==> src/rtl/rv_pipe_pkg.sv <==
// Shared RV32 pipeline definitions: opcodes, hazard-controller state encoding,
// the pipeline-register control bundle and the NOP that bubbles turn into.
package rv_pipe_pkg;

    localparam logic [6:0]  OP_LOAD   = 7'b0000011;
    localparam logic [6:0]  OP_BRANCH = 7'b1100011;
    localparam logic [6:0]  OP_JAL    = 7'b1101111;
    localparam logic [6:0]  OP_JALR   = 7'b1100111;

    // addi x0, x0, 0 -- what a flushed/bubbled stage register holds.
    localparam logic [31:0] NOP_INSTR = 32'h0000_0013;

    typedef enum logic [1:0] {
        ST_RUN      = 2'd0,
        ST_MEM_WAIT = 2'd1,
        ST_FAULT    = 2'd2
    } ctrl_state_t;

    typedef struct packed {
        logic pc_en;
        logic if_id_en;
        logic if_id_flush;
        logic id_ex_en;
        logic id_ex_bubble;
        logic ex_mem_en;
    } ctrl_out_t;

    localparam ctrl_out_t CTRL_FREEZE = '{default: 1'b0};

    localparam ctrl_out_t CTRL_RESET = '{
        pc_en: 1'b0, if_id_en: 1'b0, if_id_flush: 1'b1,
        id_ex_en: 1'b0, id_ex_bubble: 1'b1, ex_mem_en: 1'b0
    };

    // Control while the pipe is allowed to advance. A taken branch beats a
    // load-use hazard because the dependent instruction is on the wrong path.
    function automatic ctrl_out_t flow_ctrl(input logic branch_taken, input logic load_use);
        ctrl_out_t c;
        c = '{pc_en: 1'b1, if_id_en: 1'b1, if_id_flush: 1'b0,
              id_ex_en: 1'b1, id_ex_bubble: 1'b0, ex_mem_en: 1'b1};
        if (branch_taken) begin
            c.if_id_flush  = 1'b1;
            c.id_ex_bubble = 1'b1;
        end else if (load_use) begin
            c.pc_en        = 1'b0;
            c.if_id_en     = 1'b0;
            c.id_ex_bubble = 1'b1;
        end
        return c;
    endfunction

endpackage

==> src/rtl/pipeline_hazard_ctrl_if.sv <==
// Bundle between the pipeline datapath (master) and the hazard controller (slave).
interface pipeline_hazard_ctrl_if #(
    parameter int CNT_W = 16
) ();

    logic             id_valid;
    logic [4:0]       id_rs1;
    logic [4:0]       id_rs2;
    logic             id_uses_rs1;
    logic             id_uses_rs2;
    logic             ex_valid;
    logic             ex_write_enable;
    logic [4:0]       ex_rd_sel;
    logic [6:0]       ex_opcode;
    logic             ex_branch_taken;
    logic             mem_req;
    logic             mem_ready;

    logic             pc_en;
    logic             if_id_en;
    logic             if_id_flush;
    logic             id_ex_en;
    logic             id_ex_bubble;
    logic             ex_mem_en;
    logic             mem_fault;
    logic [1:0]       ctrl_state;
    logic [CNT_W-1:0] stall_cnt;
    logic [CNT_W-1:0] flush_cnt;

    modport master (
        output id_valid, id_rs1, id_rs2, id_uses_rs1, id_uses_rs2,
        output ex_valid, ex_write_enable, ex_rd_sel, ex_opcode, ex_branch_taken,
        output mem_req, mem_ready,
        input  pc_en, if_id_en, if_id_flush, id_ex_en, id_ex_bubble, ex_mem_en,
        input  mem_fault, ctrl_state, stall_cnt, flush_cnt
    );

    modport slave (
        input  id_valid, id_rs1, id_rs2, id_uses_rs1, id_uses_rs2,
        input  ex_valid, ex_write_enable, ex_rd_sel, ex_opcode, ex_branch_taken,
        input  mem_req, mem_ready,
        output pc_en, if_id_en, if_id_flush, id_ex_en, id_ex_bubble, ex_mem_en,
        output mem_fault, ctrl_state, stall_cnt, flush_cnt
    );

endinterface

==> src/rtl/load_use_detect.sv <==
// Combinational load-use comparator: a valid load in EX writing a register that
// the valid decode-stage instruction reads.
module load_use_detect
    import rv_pipe_pkg::*;
(
    input  logic       id_valid,
    input  logic [4:0] id_rs1,
    input  logic [4:0] id_rs2,
    input  logic       id_uses_rs1,
    input  logic       id_uses_rs2,
    input  logic       ex_valid,
    input  logic       ex_write_enable,
    input  logic [4:0] ex_rd_sel,
    input  logic [6:0] ex_opcode,
    output logic       load_use
);

    logic       ex_is_load;
    logic [4:0] src_sel [2];
    logic [1:0] src_used;
    logic [1:0] src_hit;

    // x0 is never a real destination, so a load into it cannot create a hazard.
    assign ex_is_load = ex_valid && ex_write_enable && (ex_opcode == OP_LOAD)
                        && (ex_rd_sel != 5'd0);

    assign src_sel[0] = id_rs1;
    assign src_sel[1] = id_rs2;
    assign src_used   = {id_uses_rs2, id_uses_rs1};

    generate
        for (genvar gi = 0; gi < 2; gi++) begin : g_src
            assign src_hit[gi] = src_used[gi] && (src_sel[gi] == ex_rd_sel);
        end
    endgenerate

    assign load_use = ex_is_load && id_valid && (|src_hit);

endmodule

==> src/rtl/pipeline_hazard_ctrl.sv <==
// Stall/flush sequencer for the 5-stage pipe: load-use bubbles, branch flushes,
// data-memory freeze with timeout escalation to a sticky fault.
module pipeline_hazard_ctrl
    import rv_pipe_pkg::*;
#(
    parameter int MEM_TIMEOUT = 16,
    parameter int CNT_W       = 16
) (
    input  logic                  clk,
    input  logic                  rst,
    pipeline_hazard_ctrl_if.slave bus
);

    localparam int WAIT_W = 16;

    ctrl_state_t       state_reg;
    logic [WAIT_W-1:0] wait_cnt_reg;
    logic              mem_fault_reg;
    logic [CNT_W-1:0]  stall_cnt_reg;
    logic [CNT_W-1:0]  flush_cnt_reg;

    logic      load_use;
    logic      mem_stall;
    logic      flow_path;
    logic      stall_inc;
    logic      flush_inc;
    ctrl_out_t ctrl;

    load_use_detect u_lu (
        .id_valid        (bus.id_valid),
        .id_rs1          (bus.id_rs1),
        .id_rs2          (bus.id_rs2),
        .id_uses_rs1     (bus.id_uses_rs1),
        .id_uses_rs2     (bus.id_uses_rs2),
        .ex_valid        (bus.ex_valid),
        .ex_write_enable (bus.ex_write_enable),
        .ex_rd_sel       (bus.ex_rd_sel),
        .ex_opcode       (bus.ex_opcode),
        .load_use        (load_use)
    );

    assign mem_stall = bus.mem_req && !bus.mem_ready;

    // flow_path: the pipe may advance this cycle (branch/hazard/normal decide how).
    always_comb begin
        ctrl      = CTRL_FREEZE;
        flow_path = 1'b0;
        if (rst) begin
            ctrl = CTRL_RESET;
        end else begin
            case (state_reg)
                ST_RUN:      flow_path = !mem_stall;
                ST_MEM_WAIT: flow_path = bus.mem_ready;
                default:     flow_path = 1'b0;
            endcase
            if (flow_path) begin
                ctrl = flow_ctrl(bus.ex_branch_taken, load_use);
            end
        end
    end

    assign stall_inc = !rst && ((state_reg == ST_RUN) || (state_reg == ST_MEM_WAIT))
                       && !ctrl.pc_en;
    assign flush_inc = flow_path && bus.ex_branch_taken;

    always_ff @(posedge clk) begin
        if (rst) begin
            state_reg     <= ST_RUN;
            wait_cnt_reg  <= '0;
            mem_fault_reg <= 1'b0;
            stall_cnt_reg <= '0;
            flush_cnt_reg <= '0;
        end else begin
            case (state_reg)
                ST_RUN: begin
                    if (mem_stall) begin
                        state_reg    <= ST_MEM_WAIT;
                        wait_cnt_reg <= WAIT_W'(1);
                    end
                end
                ST_MEM_WAIT: begin
                    if (bus.mem_ready) begin
                        state_reg    <= ST_RUN;
                        wait_cnt_reg <= '0;
                    end else if (wait_cnt_reg == WAIT_W'(MEM_TIMEOUT - 1)) begin
                        state_reg     <= ST_FAULT;
                        mem_fault_reg <= 1'b1;
                    end else begin
                        wait_cnt_reg <= wait_cnt_reg + WAIT_W'(1);
                    end
                end
                default: state_reg <= ST_FAULT;
            endcase

            // Performance counters stick at all-ones instead of wrapping.
            if (stall_inc && !(&stall_cnt_reg)) begin
                stall_cnt_reg <= stall_cnt_reg + CNT_W'(1);
            end
            if (flush_inc && !(&flush_cnt_reg)) begin
                flush_cnt_reg <= flush_cnt_reg + CNT_W'(1);
            end
        end
    end

    assign bus.pc_en        = ctrl.pc_en;
    assign bus.if_id_en     = ctrl.if_id_en;
    assign bus.if_id_flush  = ctrl.if_id_flush;
    assign bus.id_ex_en     = ctrl.id_ex_en;
    assign bus.id_ex_bubble = ctrl.id_ex_bubble;
    assign bus.ex_mem_en    = ctrl.ex_mem_en;
    assign bus.mem_fault    = mem_fault_reg;
    assign bus.ctrl_state   = state_reg;
    assign bus.stall_cnt    = stall_cnt_reg;
    assign bus.flush_cnt    = flush_cnt_reg;

endmodule

==> src/flat_wrapper.sv <==
// flat-port wrapper written by rule: the top's interface ports become plain ports
module pipeline_hazard_ctrl_flat import rv_pipe_pkg::*;
#(
    parameter int MEM_TIMEOUT = 16,
    parameter int CNT_W       = 16
)
  (clk, rst, bus_id_valid, bus_id_rs1, bus_id_rs2, bus_id_uses_rs1, bus_id_uses_rs2, bus_ex_valid, bus_ex_write_enable, bus_ex_rd_sel, bus_ex_opcode, bus_ex_branch_taken, bus_mem_req, bus_mem_ready, bus_pc_en, bus_if_id_en, bus_if_id_flush, bus_id_ex_en, bus_id_ex_bubble, bus_ex_mem_en, bus_mem_fault, bus_ctrl_state, bus_stall_cnt, bus_flush_cnt);
  pipeline_hazard_ctrl_if #(.CNT_W(CNT_W)) bus_i ();
  input  logic clk;
  input  logic rst;
  input wire logic [$bits(bus_i.id_valid)-1:0] bus_id_valid;
  input wire logic [$bits(bus_i.id_rs1)-1:0] bus_id_rs1;
  input wire logic [$bits(bus_i.id_rs2)-1:0] bus_id_rs2;
  input wire logic [$bits(bus_i.id_uses_rs1)-1:0] bus_id_uses_rs1;
  input wire logic [$bits(bus_i.id_uses_rs2)-1:0] bus_id_uses_rs2;
  input wire logic [$bits(bus_i.ex_valid)-1:0] bus_ex_valid;
  input wire logic [$bits(bus_i.ex_write_enable)-1:0] bus_ex_write_enable;
  input wire logic [$bits(bus_i.ex_rd_sel)-1:0] bus_ex_rd_sel;
  input wire logic [$bits(bus_i.ex_opcode)-1:0] bus_ex_opcode;
  input wire logic [$bits(bus_i.ex_branch_taken)-1:0] bus_ex_branch_taken;
  input wire logic [$bits(bus_i.mem_req)-1:0] bus_mem_req;
  input wire logic [$bits(bus_i.mem_ready)-1:0] bus_mem_ready;
  output wire logic [$bits(bus_i.pc_en)-1:0] bus_pc_en;
  output wire logic [$bits(bus_i.if_id_en)-1:0] bus_if_id_en;
  output wire logic [$bits(bus_i.if_id_flush)-1:0] bus_if_id_flush;
  output wire logic [$bits(bus_i.id_ex_en)-1:0] bus_id_ex_en;
  output wire logic [$bits(bus_i.id_ex_bubble)-1:0] bus_id_ex_bubble;
  output wire logic [$bits(bus_i.ex_mem_en)-1:0] bus_ex_mem_en;
  output wire logic [$bits(bus_i.mem_fault)-1:0] bus_mem_fault;
  output wire logic [$bits(bus_i.ctrl_state)-1:0] bus_ctrl_state;
  output wire logic [$bits(bus_i.stall_cnt)-1:0] bus_stall_cnt;
  output wire logic [$bits(bus_i.flush_cnt)-1:0] bus_flush_cnt;
  assign bus_i.id_valid = bus_id_valid;
  assign bus_i.id_rs1 = bus_id_rs1;
  assign bus_i.id_rs2 = bus_id_rs2;
  assign bus_i.id_uses_rs1 = bus_id_uses_rs1;
  assign bus_i.id_uses_rs2 = bus_id_uses_rs2;
  assign bus_i.ex_valid = bus_ex_valid;
  assign bus_i.ex_write_enable = bus_ex_write_enable;
  assign bus_i.ex_rd_sel = bus_ex_rd_sel;
  assign bus_i.ex_opcode = bus_ex_opcode;
  assign bus_i.ex_branch_taken = bus_ex_branch_taken;
  assign bus_i.mem_req = bus_mem_req;
  assign bus_i.mem_ready = bus_mem_ready;
  assign bus_pc_en = bus_i.pc_en;
  assign bus_if_id_en = bus_i.if_id_en;
  assign bus_if_id_flush = bus_i.if_id_flush;
  assign bus_id_ex_en = bus_i.id_ex_en;
  assign bus_id_ex_bubble = bus_i.id_ex_bubble;
  assign bus_ex_mem_en = bus_i.ex_mem_en;
  assign bus_mem_fault = bus_i.mem_fault;
  assign bus_ctrl_state = bus_i.ctrl_state;
  assign bus_stall_cnt = bus_i.stall_cnt;
  assign bus_flush_cnt = bus_i.flush_cnt;
  pipeline_hazard_ctrl #(.MEM_TIMEOUT(MEM_TIMEOUT), .CNT_W(CNT_W)) u_core (.clk(clk), .rst(rst), .bus(bus_i));
endmodule
==> config.mk <==
export PLATFORM = sky130hd
export DESIGN_NAME = pipeline_hazard_ctrl_flat
export DESIGN_NICKNAME = d
export VERILOG_FILES = /design/src/rtl/rv_pipe_pkg.sv /design/src/rtl/pipeline_hazard_ctrl_if.sv /design/src/rtl/load_use_detect.sv /design/src/rtl/pipeline_hazard_ctrl.sv /design/src/flat_wrapper.sv
export SDC_FILE = /design/constraint.sdc
export NUM_CORES = 1
export LEC_CHECK = 0
export ABC_AREA = 1
export CAP_MARGIN = 20
export CORE_ASPECT_RATIO = 1.5
export CORE_MARGIN = 2
export CORE_UTILIZATION = 36
export CTS_BUF_LIST = sky130_fd_sc_hd__clkbuf_4 sky130_fd_sc_hd__clkbuf_8 sky130_fd_sc_hd__clkbuf_16
export CTS_CLUSTER_DIAMETER = 40
export CTS_CLUSTER_SIZE = 28
export DETAILED_ROUTE_END_ITERATION = 16
export DONT_BUFFER_PORTS = 1
export GPL_TIMING_DRIVEN = 1
export SYNTH_ARGS = -nofsm -noshare
export SYNTH_HDL_FRONTEND = slang
export SYNTH_HIERARCHICAL = 1
export SYNTH_SLANG_ARGS = --single-unit
==> constraint.sdc <==
create_clock -name clk -period 1.7 [get_ports clk]
set_clock_uncertainty 0.2 [all_clocks]
set_input_delay 0.085 -clock clk [delete_from_list [all_inputs] [get_ports clk]]
set_output_delay 0.085 -clock clk [all_outputs]
set_load 0.01 [all_outputs]
Word-level counts from Yosys, hierarchy flattened
Index checks and enable logic that the tools add are counted.

operators by class
  add/subtract/negate cells = 3
  mux-type cells = 18
  reduce and logical (&&, ||, !) cells = 29
  bitwise gates (word level) = 1
  equality and inequality tests = 8

operators with widths
  cell                   count
  $add 16x1->16 const B  3
  $mux 16                3
  $pmux 16 s2            1
  $reduce_and 16->1      2
  $eq 16x4->1 const B    1
  $logic_and 1x1->1      13
  $mux 6                 2
  $eq 5x5->1             2
  $mux 2                 5
  $eq 7x2->1 const B     1
  $logic_not 1->1        6
  $ne 3x3->1 const B     2
  $reduce_and 3->1       2
  $mux 1                 5
  $reduce_bool 5->1      1
  $pmux 2 s2             1
  $eq 2x1->1 const B     1
  $logic_not 2->1        1
  $ne 2x1->1 const B     1
  $pmux 1 s2             1
  $reduce_and 2->1       1
  $reduce_bool 2->1      1
  $reduce_or 2->1        1
  $logic_or 1x1->1       1
  $not 1->1              1

word-level totals
  output and inout port bits = 41
  bits of input ports = 32
  bits in registers = 51
  word-level logic and storage cells = 64

Depth between registers and ports, before layout
Gate-level depths: netlist of run 1.

  depth in word-level cells = 12
  depth in mapped cells = 13
  gate-level depth less buffers = 13

Hierarchy
The synthesis of run 1 kept the hierarchy.

by module, submodules not included
  module                times used  cells an instance  area an instance (um2)  sequential area each (um2)
  pipeline_hazard_ctrl  1           505                3186.8                  1021.0
  load_use_detect       1           59                 256.5                   0.0

Worst setup path after synthesis of run 1
No wires, ideal clock.

  kind = register to register
  start point = register u_core.flush_cnt_reg[0], in the netlist u_core/bus.flush_cnt[0]
  end point = register u_core.flush_cnt_reg[14], in the netlist u_core/bus.flush_cnt[14]
  arrival time = 1.542 ns
  path buffers = 1
  slack = -0.157 ns
  period minus slack after synthesis = 1.857 ns
  required time = 1.385 ns
  cell stages (with the launch flop) = 10
  path through = dfxtp_1 -> ha_1 -> nand2_1 -> nor2_1 -> nand2_1 -> nor2_1 -> nor2_4 -> buf_6 -> a21oi_1 -> nor2_1

on the way
  cells in the longest elaborated chain, start to end = 3
  elaborated cells between the ends (all ways) = 4

ends and longest elaborated chain
  element                                                RTL line                     RTL
  from (decl)                                            pipeline_hazard_ctrl.sv:20   logic [CNT_W-1:0] flush_cnt_reg;
  from (signal assigned)                                 pipeline_hazard_ctrl.sv:100  flush_cnt_reg <= flush_cnt_reg + CNT_W'(1);
  branches (longest 3 deep; another with $add 16x1->16)  -

Several ways; the timed one is not identified.
A chain may end at the register's enable or synchronous reset.

Worst setup path after layout of run 1
Ends and elaborated chain as after synthesis.

==> results of run 1 <==
layout by cell type (no fill, tap or decap), types with 5 or more instances in the layout:
cell type and instances:
xnor2_1 5, nand3_2 5, clkbuf_16 5, nand3_1 37, buf_4 67, inv_2 12
inv_1 52, a21oi_1 34, nand3_4 5, nand4_1 21, nand2_1 187, a21oi_2 13
nor2_1 75, dfxtp_2 11, nor2_4 9, nor2_2 6, nand2_2 8, dfxtp_1 40
o21ai_0 7
what timing repair did:
action                                  in CTS  in global routing
hold endpoints to repair                    46                 37
pin swaps                                    2                 11
buffers inserted                             1                  2
resized for setup                            2                 46
endpoints found under the setup margin      11                 50
cloned                                       0                  2
worst min-delay path by stage:
stage | startpoint | endpoint | slack, ps | depth (start not counted)
2_1_floorplan | rst | u_core/bus.flush_cnt[3]$_SDFFE_PP0P_ | 90 | 3
3_3_place_gp | rst | u_core/bus.stall_cnt[15]$_SDFFE_PP0P_ | -40 | 1
3_5_place_dp | rst | u_core/bus.stall_cnt[15]$_SDFFE_PP0P_ | -50 | 1
4_1_cts | rst | u_core/bus.stall_cnt[15]$_SDFFE_PP0P_ | -370 | 1
5_1_grt | rst | u_core/bus.stall_cnt[14]$_SDFFE_PP0P_ | -370 | 1
6_report | rst | u_core/bus.stall_cnt[10]$_SDFFE_PP0P_ | -370 | 1
through the flow:
stage,hold WS (ps),setup TNS [ps]
6_report,-367,0
5_1_grt,-373,-98.6
4_1_cts,-370,0
3_5_place_dp,-45.9,-125
3_3_place_gp,-44.3,-44.9
2_1_floorplan,92.4,0
layer usage:
metal | vias to the layer above | GRT usage (%) | share of wire, %
li1 | 1932 | - | -
met1 | 1744 | 19.3 | 39
met2 | 134 | 34.8 | 52
met3 | 29 | 4.51 | 5.7
met4 | 0 | 11.0 | 4.1
met5 | - | 0 | 0
cell families (layout without fill, tap and decap cells):
kind of cell	after synthesis	count (layout)	synth area share, %
and+or+nand+nor	363	365	47.5
buffers and inverters	77	145	9.74
AOI/OAI and AO/OA	61	61	9.70
adders and majority gates	3	3	1.09
xor gates and xnor gates	9	9	2.29
DFF	51	51	29.7
where the power goes:
part | internal, W | leakage [nW] | switching, W
combinational | 0.000138 | 1.30 | 0.000216
clock | 0.000741 | 0.0875 | 0.000480
sequential | 0.00121 | 0.416 | 0.0000109
total | 0.00209 | 1.81 | 0.000706
cell type report:
class	instances	area (um^2)	share of cell area, %
Multi-Input combinational cell	438	2260	51.1
Sequential cell	51	1030	23.4
Timing Repair Buffer	73	568	12.9
Inverter	64	240	5.43
Tap cell	112	140	3.17
Clock buffer	6	139	3.14
Clock inverter	2	38.8	0.877
==> flow_metrics.tcl, run 1 <==
set metrics [dict create \
    status "complete, but fails checks" \
    violations "negative hold slack" \
    fmax_mhz 606 \
    numCtsBuffers 5 \
    design.die.area_mm2 0.0104 \
    crit_path_start "u_core/bus.flush_cnt[0]$_SDFFE_PP0P_" \
    cp.buffers_inverters 1 \
    critPathMaxStageDelay_ps 330 \
    fin_crit_ps 1650 \
    h-tree-depth 2 \
    critPathKind "flop to flop" \
    r2r-start "u_core/bus.flush_cnt[0]$_SDFFE_PP0P_" \
    hold_viol 38 \
    critPathMostFrequentCell "nor2_4" \
    overflow 0 \
    placed_area_mm2 0.00401 \
    grt_pass1_wl_um 15700 \
    ant_nets 0 \
    syn_nets 599 \
    worstMarginPinSlew_ps 304 \
    slowest_stage "dfxtp_2" \
    yosysSeqAreaShare_pct 29.7 \
    required_ps 1700 \
    yosysTopAreaCellShare_pct 29.7 \
    path_cells "ha_2 -> nand2_2 -> nor2_4 -> nand2_2 -> nor2_4 -> nor2_4 -> buf_6 -> nand3_1 -> nand2_1 -> nor2_1" \
    start_util_pct 37.2 \
    end_kind "flop" \
    drtPass1Iterations 4 \
    antenna_found_initial 0 \
    async_flop_share_pct 0 \
    yosys.area.top_type "dfxtp_1" \
    p_total_w 0.00280 \
    clock_latency_ps 300 \
    drtIter0Drc 158 \
    drv_slew 0 \
    synth_edf_count 0 \
    fillers 944 \
    finalCritPeriodShare_pct 97.1 \
    port-buffer-count 0 \
    root_buffer "clkbuf_16" \
    antennaDiodeCount 0 \
    fin_nets 668 \
    crit_fanout 8 \
    drive_gt1_share_pct 25.6 \
    viasPerCell 5.15 \
    max_cap_viol_count 0 \
    area_growth_pct 28.4 \
    final_cell_area_mm2 0.00442 \
    cts_hold_buf 2 \
    slew_headroom_pct 79.7 \
    endpoint "u_core/bus.flush_cnt[14]$_SDFFE_PP0P_" \
    ios 73 \
    yosys_warnings 6 \
    die_h_um 124 \
    hold_class "input port to flop" \
    hold-worst-slack_ps -367 \
    synth_most_common_cell "nand2_1" \
    ys_ff_latch 51 \
    grt_max_degree 41 \
    routedWlPerCell_um 13.4 \
    rsz0062_at_grt "yes" \
    synth.avg_cell_area_um2 6.11 \
    vdd_drop_max_mv 0.647 \
    r2r_setup_slack_ps 50 \
    cts_tree "done" \
    synth_ff_type "dfxtp_1" \
    leakagePower_nw 1.81 \
    vias 3839 \
    core-area_mm2 0.00925 \
    final_util_pct 47.8 \
    core.rowCount 43 \
    critical_path_arrival_ps 1650 \
    reg2reg_to "u_core/bus.flush_cnt[14]$_SDFFE_PP0P_" \
    fp.dieW_um 83.9 \
    power_density_mw_per_mm2 632 \
    dp_hpwl_um 7320 \
    yosysUniqueCellTypes 31 \
    worst_slack_ps 49.7 \
    synth_area_leaders "dfxtp_1 30%, nand2_1 21%, nor2_1 8.8%, a21oi_1 6.3%, inv_1 5.9%" \
    clk_pin_slew_ps 70 \
    fin_cells 746 \
    postSynthCellCount 564 \
    cts_max_path_buffers 2 \
    critPathTopFamily "simple AND/OR/NAND/NOR gates" \
    dp_slack_ps -68.5 \
    dp_cells 731 \
    gr-usage-all-layers_pct 18.9 \
    cts.sinks 51 \
    first_global_vias 3510 \
    drc_errors 0 \
    synthTopCellsByCount "190 x nand2_1, 81 x nor2_1, 54 x inv_1, 51 x dfxtp_1, 43 x a21oi_1" \
    reg2reg_depth 10 \
    gp_congestion 0.871 \
    cp.depth 10 \
    routed_wl_um 9980 \
    setup_violations 0 \
    start_kind "flop" \
    syn_area_mm2 0.00344 \
]
(Power assumes the default switching activity.)
==> run 2, diff against run 1 <==
- GPL_TIMING_DRIVEN: 1 -> 0
==> flow_metrics.tcl, run 2 (synthesis results as in run 1) <==
set metrics [dict create \
    start_kind "flop" \
    cp.buffers_inverters 1 \
    antennaDiodeCount 0 \
    layout_commonest_cell "nand2_1" \
    critPathMostFrequentCell "nor2_4" \
    gp_congestion 0.903 \
    routed_wl_um 10200 \
    violations "negative hold slack, negative setup slack" \
    vias 3681 \
    max_cap_viol_count 0 \
    multi_input_area_mm2 0.00241 \
    drtIter0Drc 201 \
    status "complete, but fails checks" \
    worst_slack_ps -46.0 \
    routedWlPerCell_um 14.5 \
    slowest_stage "dfxtp_4" \
    start_util_pct 37.2 \
    critical_path_arrival_ps 1710 \
    cp.depth 9 \
    grt-busiest-layer "met2" \
    drtPass1Iterations 4 \
    drc_errors 0 \
    worstMarginPinSlew_ps 709 \
    path_cells "ha_4 -> nand2_4 -> nor2_4 -> nand2_2 -> nor2_4 -> nor2_4 -> buf_4 -> nand2_1 -> nor3b_2" \
    groute.layer.met1.usage_pct 19.7 \
    rsz0062_at_grt "yes" \
    hold_path_depth 5 \
    end_kind "flop" \
    p_total_w 0.00279 \
    root_buffer "clkbuf_16" \
    fmax_mhz 573 \
    gr-usage-all-layers_pct 19.2 \
    fp.dieW_um 83.9 \
    fin_crit_ps 1750 \
    area_growth_pct 26.9 \
    grt_max_degree 16 \
    grtUsageMet3_pct 4.24 \
    critPathMaxStageDelay_ps 390 \
    h-tree-depth 2 \
    drive_gt1_share_pct 27.7 \
    layout_common_cells "173 x nand2_1, 68 x nor2_1, 48 x inv_1" \
    design.die.area_mm2 0.0104 \
    ant_nets 0 \
    reg2reg_depth 9 \
    leakagePower_nw 1.67 \
    clk_pin_slew_ps 70 \
    crit_fanout 8 \
    hold-worst-slack_ps -24.9 \
    critPathKind "flop to flop" \
    dp_slack_ps -257 \
    critPathTopFamily "simple AND/OR/NAND/NOR gates" \
    clock_latency_ps 300 \
    ff_latch_area_mm2 0.00108 \
    hold_viol 2 \
    first_global_vias 3474 \
    vdd_drop_max_mv 0.501 \
    ios 73 \
    fin_nets 630 \
    finalCritPeriodShare_pct 103 \
    overflow 0 \
    viasPerCell 5.21 \
    cts_max_path_buffers 2 \
    antenna_found_initial 0 \
    power_density_mw_per_mm2 638 \
    cts.sinks 51 \
    dp_hpwl_um 7150 \
    port-buffer-count 0 \
    drv_slew 0 \
    die_h_um 124 \
    cts_tree "done" \
    setup_violations 14 \
    core.rowCount 43 \
    fillers 941 \
    grt_pass1_wl_um 15900 \
    core-area_mm2 0.00925 \
    required_ps 1670 \
    hold_class "input port to flop" \
    slew_headroom_pct 52.7 \
    met2_usage_pct 36.5 \
    numCtsBuffers 5 \
]
-- run 2: area by class of cell --
class                      instances  area share [%]
buffer                            12            2.23
clock buffer                       6            3.04
clock inverter                     1           0.687
inverter                          64            5.67
multi-input combinational        436            55.1
sequential                        51            24.6
tap                              112            3.21
timing repair buffer              25            5.47
-- run 2: repair_timing --
action | in CTS | in global routing
pin swaps | 10 | 34
gates resized for setup | 46 | 84
setup buffers | 10 | 5
endpoints found under the setup margin | 52 | 52
hold buffers | 3 | 3
endpoints found under the hold margin | 27 | 16
gates cloned | 2 | 2
-- run 2: per-stage QoR --
| stage | setup TNS, ps | util [%] | cells | area, um^2 |
|---|---|---|---|---|
| after floorplan | 0 | - | 564 | 3460 |
| after global placement | -8040 | 38.9 | 676 | 3600 |
| after detailed placement | -8680 | 38.9 | 676 | 3600 |
| after CTS | -149 | 43.2 | 697 | 4000 |
| after global routing | -2130 | 47.2 | 707 | 4370 |
| final | -325 | 47.2 | 707 | 4370 |
-- run 2: power breakdown --
part / switching, W / internal (W) / total [W]
clock network: 0.000455 / 0.000704 / 0.00116
logic: 0.000236 / 0.000156 / 0.000391
registers: 0.0000332 / 0.00120 / 0.00124
-- run 2: path summary, 6_finish.rpt --
path	end	from	slack [ps]
worst min register to register	u_core/wait_cnt_reg[7]$_SDFFE_PP0P_	u_core/wait_cnt_reg[7]$_SDFFE_PP0P_	300
worst max register to register	u_core/bus.flush_cnt[0]$_SDFFE_PP0P_	u_core/bus.flush_cnt[0]$_SDFFE_PP0P_	-50
worst max-delay path	u_core/bus.flush_cnt[0]$_SDFFE_PP0P_	u_core/bus.flush_cnt[0]$_SDFFE_PP0P_	-50
worst min-delay path	u_core/wait_cnt_reg[4]$_SDFFE_PP0P_	bus_mem_ready	-20
-- run 2: metal layers --
| layer | routed length, um | vias to the layer above |
|---|---|---|
| met1 | 3870 | 1686 |
| li1 | - | 1853 |
| met4 | 313 | 0 |
| met5 | 0 | - |
| met3 | 666 | 20 |
| met2 | 5390 | 122 |
-- run 2: worst register-to-register path, stage by stage (launching register included) --
cell     delay (ps)
dfxtp_4         390
ha_4            180
nand2_4          80
nor2_4           40
nand2_2          90
nor2_4           50
nor2_4          250
buf_4           160
nand2_1          40
nor3b_2         140
==> run 3, diff against run 2 <==
- ABC_AREA: 1 -> default
- CTS_CLUSTER_DIAMETER: 40 -> 200
- HOLD_SLACK_MARGIN: default -> 0.15
==> flow_metrics.tcl, run 3 <==
set metrics [dict create \
    cts_tree "done" \
    start_kind "flop" \
    violations "negative hold slack, negative setup slack" \
    ys_ff_latch 51 \
    synth_most_common_cell "dfxtp_1" \
    syn_area_mm2 0.00306 \
    clock_latency_ps 290 \
    power_density_mw_per_mm2 565 \
    antennaDiodeCount 0 \
    power.share.clock_pct 42.5 \
    fillers 730 \
    routedWlPerCell_um 19.1 \
    p_total_w 0.00270 \
    syn_nets 394 \
    h-tree-depth 2 \
    rsz0062_at_grt "yes" \
    hold_viol 6 \
    slew_headroom_pct 47.4 \
    grt_pass1_wl_um 15000 \
    path_cells "ha_4 -> and3_4 -> and4_4 -> clkbuf_16 -> a21o_1 -> mux2_2" \
    synth_area_leaders "dfxtp_1 33%, mux2_2 5.2%, nand3_1 4.6%, nor2b_1 3.5%, a21oi_1 3.1%" \
    fp.dieW_um 79.3 \
    setup_violations 52 \
    status "complete, but fails checks" \
    hold_class "input port to flop" \
    synthTopCellsByCount "51 x dfxtp_1, 28 x nand3_1, 25 x nor2_1, 23 x nand2_1, 19 x a21oi_1" \
    port-buffer-count 0 \
    crit_fanout 6 \
    p_int_w 0.00205 \
    design.die.area_mm2 0.00926 \
    fin_crit_ps 2060 \
    dp_hpwl_um 6180 \
    r2r-start "u_core/bus.stall_cnt[0]$_SDFFE_PP0P_" \
    cp.depth 6 \
    synth_edf_count 0 \
    layout_commonest_cell "buf_4" \
    grt_max_degree 15 \
    p_comb_share_pct 12.4 \
    gr-usage-all-layers_pct 20.5 \
    ios 73 \
    yosys_warnings 6 \
    gp_congestion 0.815 \
    viasPerCell 5.97 \
    leakagePower_nw 1.60 \
    root_buffer "clkbuf_16" \
    yosys.area.top_type "dfxtp_1" \
    drc_errors 0 \
    worst_slack_ps -362 \
    drtPass1Iterations 4 \
    drv_slew 0 \
    first_global_vias 3086 \
    slowest_stage "dfxtp_4" \
    routed_wl_um 10000 \
    hold-worst-slack_ps -187 \
    power_frac_seq_pct 45.1 \
    end_kind "flop" \
    async_flop_share_pct 0 \
    reg2reg_depth 6 \
    ant_nets 0 \
    fin_nets 453 \
    multi_input_area_mm2 0.00265 \
    vdd_drop_max_mv 0.406 \
    reg2reg_to "u_core/bus.stall_cnt[1]$_SDFFE_PP0P_" \
    critical_path_arrival_ps 2040 \
    critPathTopFamily "simple AND/OR/NAND/NOR gates" \
    endpoint "u_core/bus.stall_cnt[1]$_SDFFE_PP0P_" \
    synth.avg_cell_area_um2 8.52 \
    final_util_pct 57.6 \
    placed_area_mm2 0.00342 \
    antenna_found_initial 0 \
    switchingPower_w 0.000648 \
    required_ps 1680 \
    yosysSeqAreaShare_pct 33.4 \
    critPathKind "flop to flop" \
    final_cell_area_mm2 0.00478 \
    fin_setup_tns_ps -10490 \
    area_growth_pct 56.5 \
    drtIter0Drc 206 \
    r2r_setup_slack_ps -360 \
    cts_max_path_buffers 2 \
    core.rowCount 41 \
    fmax_mhz 485 \
    cp.buffers_inverters 1 \
    yosysTopAreaCellShare_pct 33.4 \
    switching_share_pct 24.0 \
    yosysUniqueCellTypes 65 \
    max_cap_viol_count 0 \
    worstMarginPinSlew_ps 788 \
    die_h_um 117 \
    finalCritPeriodShare_pct 121 \
    layout_common_cells "33 x buf_4, 21 x nor2_1, 20 x buf_6, 20 x nand3_1, 20 x dfxtp_2" \
    cts.sinks 51 \
    start_util_pct 36.8 \
    ff_latch_area_mm2 0.00110 \
    cts_hold_buf 2 \
    drive_gt1_share_pct 52.4 \
    synth_ff_type "dfxtp_1" \
    core-area_mm2 0.00831 \
    numCtsBuffers 5 \
    postSynthCellCount 359 \
    crit_path_start "u_core/bus.stall_cnt[0]$_SDFFE_PP0P_" \
    critPathMaxStageDelay_ps 400 \
    vias 3132 \
    clk_pin_slew_ps 60 \
    overflow 0 \
]
-- run 3: changes by cell type after synthesis, sizes merged, moves of 7 or more --
cell    previous run  this run
mux2i              0         7
nand4             21         9
mux2               0        15
or4                0         7
a211oi             0         9
nor2b              0        17
a21oi             48        19
nand2            198        23
inv               64         8
and3               0         7
nand3             46        28
nor2              90        25
nor4               0        11
and4               0         7
-- run 3: power groups by stage --
stage	clock network, W	logic [W]	registers, W
2_1_floorplan	0	0.000151	0.00125
3_3_place_gp	0	0.000189	0.00126
3_5_place_dp	0	0.000192	0.00126
4_1_cts	0.00118	0.000283	0.00122
5_1_grt	0.00123	0.000360	0.00122
6_report	0.00115	0.000334	0.00122
-- run 3: kinds of logic after synthesis --
family	after synthesis	share of synthesized area [%]
muxes	22	7.82
xor gates and xnor gates	10	2.86
buffers and inverters	30	4.50
AOI/OAI and AO/OA	84	19.6
and+or+nand+nor	159	30.6
adders and majority gates	3	1.23
DFF	51	33.4
-- run 3: worst min-delay path by stage --
stage                  startpoint                               endpoint  depth (start not counted)
finish                        rst  u_core/bus.ctrl_state[0]$_SDFFE_PP0P_                          3
detailed placement  bus_mem_ready  u_core/bus.ctrl_state[1]$_SDFFE_PP0P_                          2
CTS                           rst  u_core/bus.ctrl_state[0]$_SDFFE_PP0P_                          3
global route                  rst  u_core/bus.ctrl_state[0]$_SDFFE_PP0P_                          3
global placement    bus_mem_ready  u_core/bus.ctrl_state[1]$_SDFFE_PP0P_                          2
floorplan           bus_mem_ready  u_core/bus.ctrl_state[1]$_SDFFE_PP0P_                          2
-- run 3: metal layers --
metal | GRT usage, % | part of all wire, %
met3 | 5.21 | 3.3
met1 | 22.1 | 39
met2 | 37.7 | 56
met4 | 8.97 | 1.7
met5 | 0 | 0
-- run 3: worst reg2reg max path, delay by kind of cell, from the launching register on --
family          cells  cell delay (ps)
flops               1              400
fa+ha+maj           1              140
mux                 1              330
compound gates      1              150
buf+inv             1              170
simple gates        2              550
-- run 3: final cells by class --
type	count	area share [%]
Sequential cell	51	23.0
Inverter	8	0.628
Clock inverter	1	0.628
Buffer	19	3.79
Multi-Input combinational cell	279	55.3
Tap cell	107	2.80
Timing Repair Buffer	54	11.0
Clock buffer	6	2.77
-- run 3: what timing repair did --
action | CTS | global route
setup buffers | 32 | 17
gates cloned | 2 | 2
hold endpoints to repair | 40 | 25
endpoints found under the setup margin | 54 | 55
gates resized for setup | 116 | 64
pin swaps | 30 | 26
-- run 3: stage by stage --
step           instances  setup slack, ps
2_1_floorplan        359             -413
3_3_place_gp         466             -761
3_5_place_dp         466             -757
4_1_cts              507             -347
5_1_grt              525             -441
6_report             525             -362
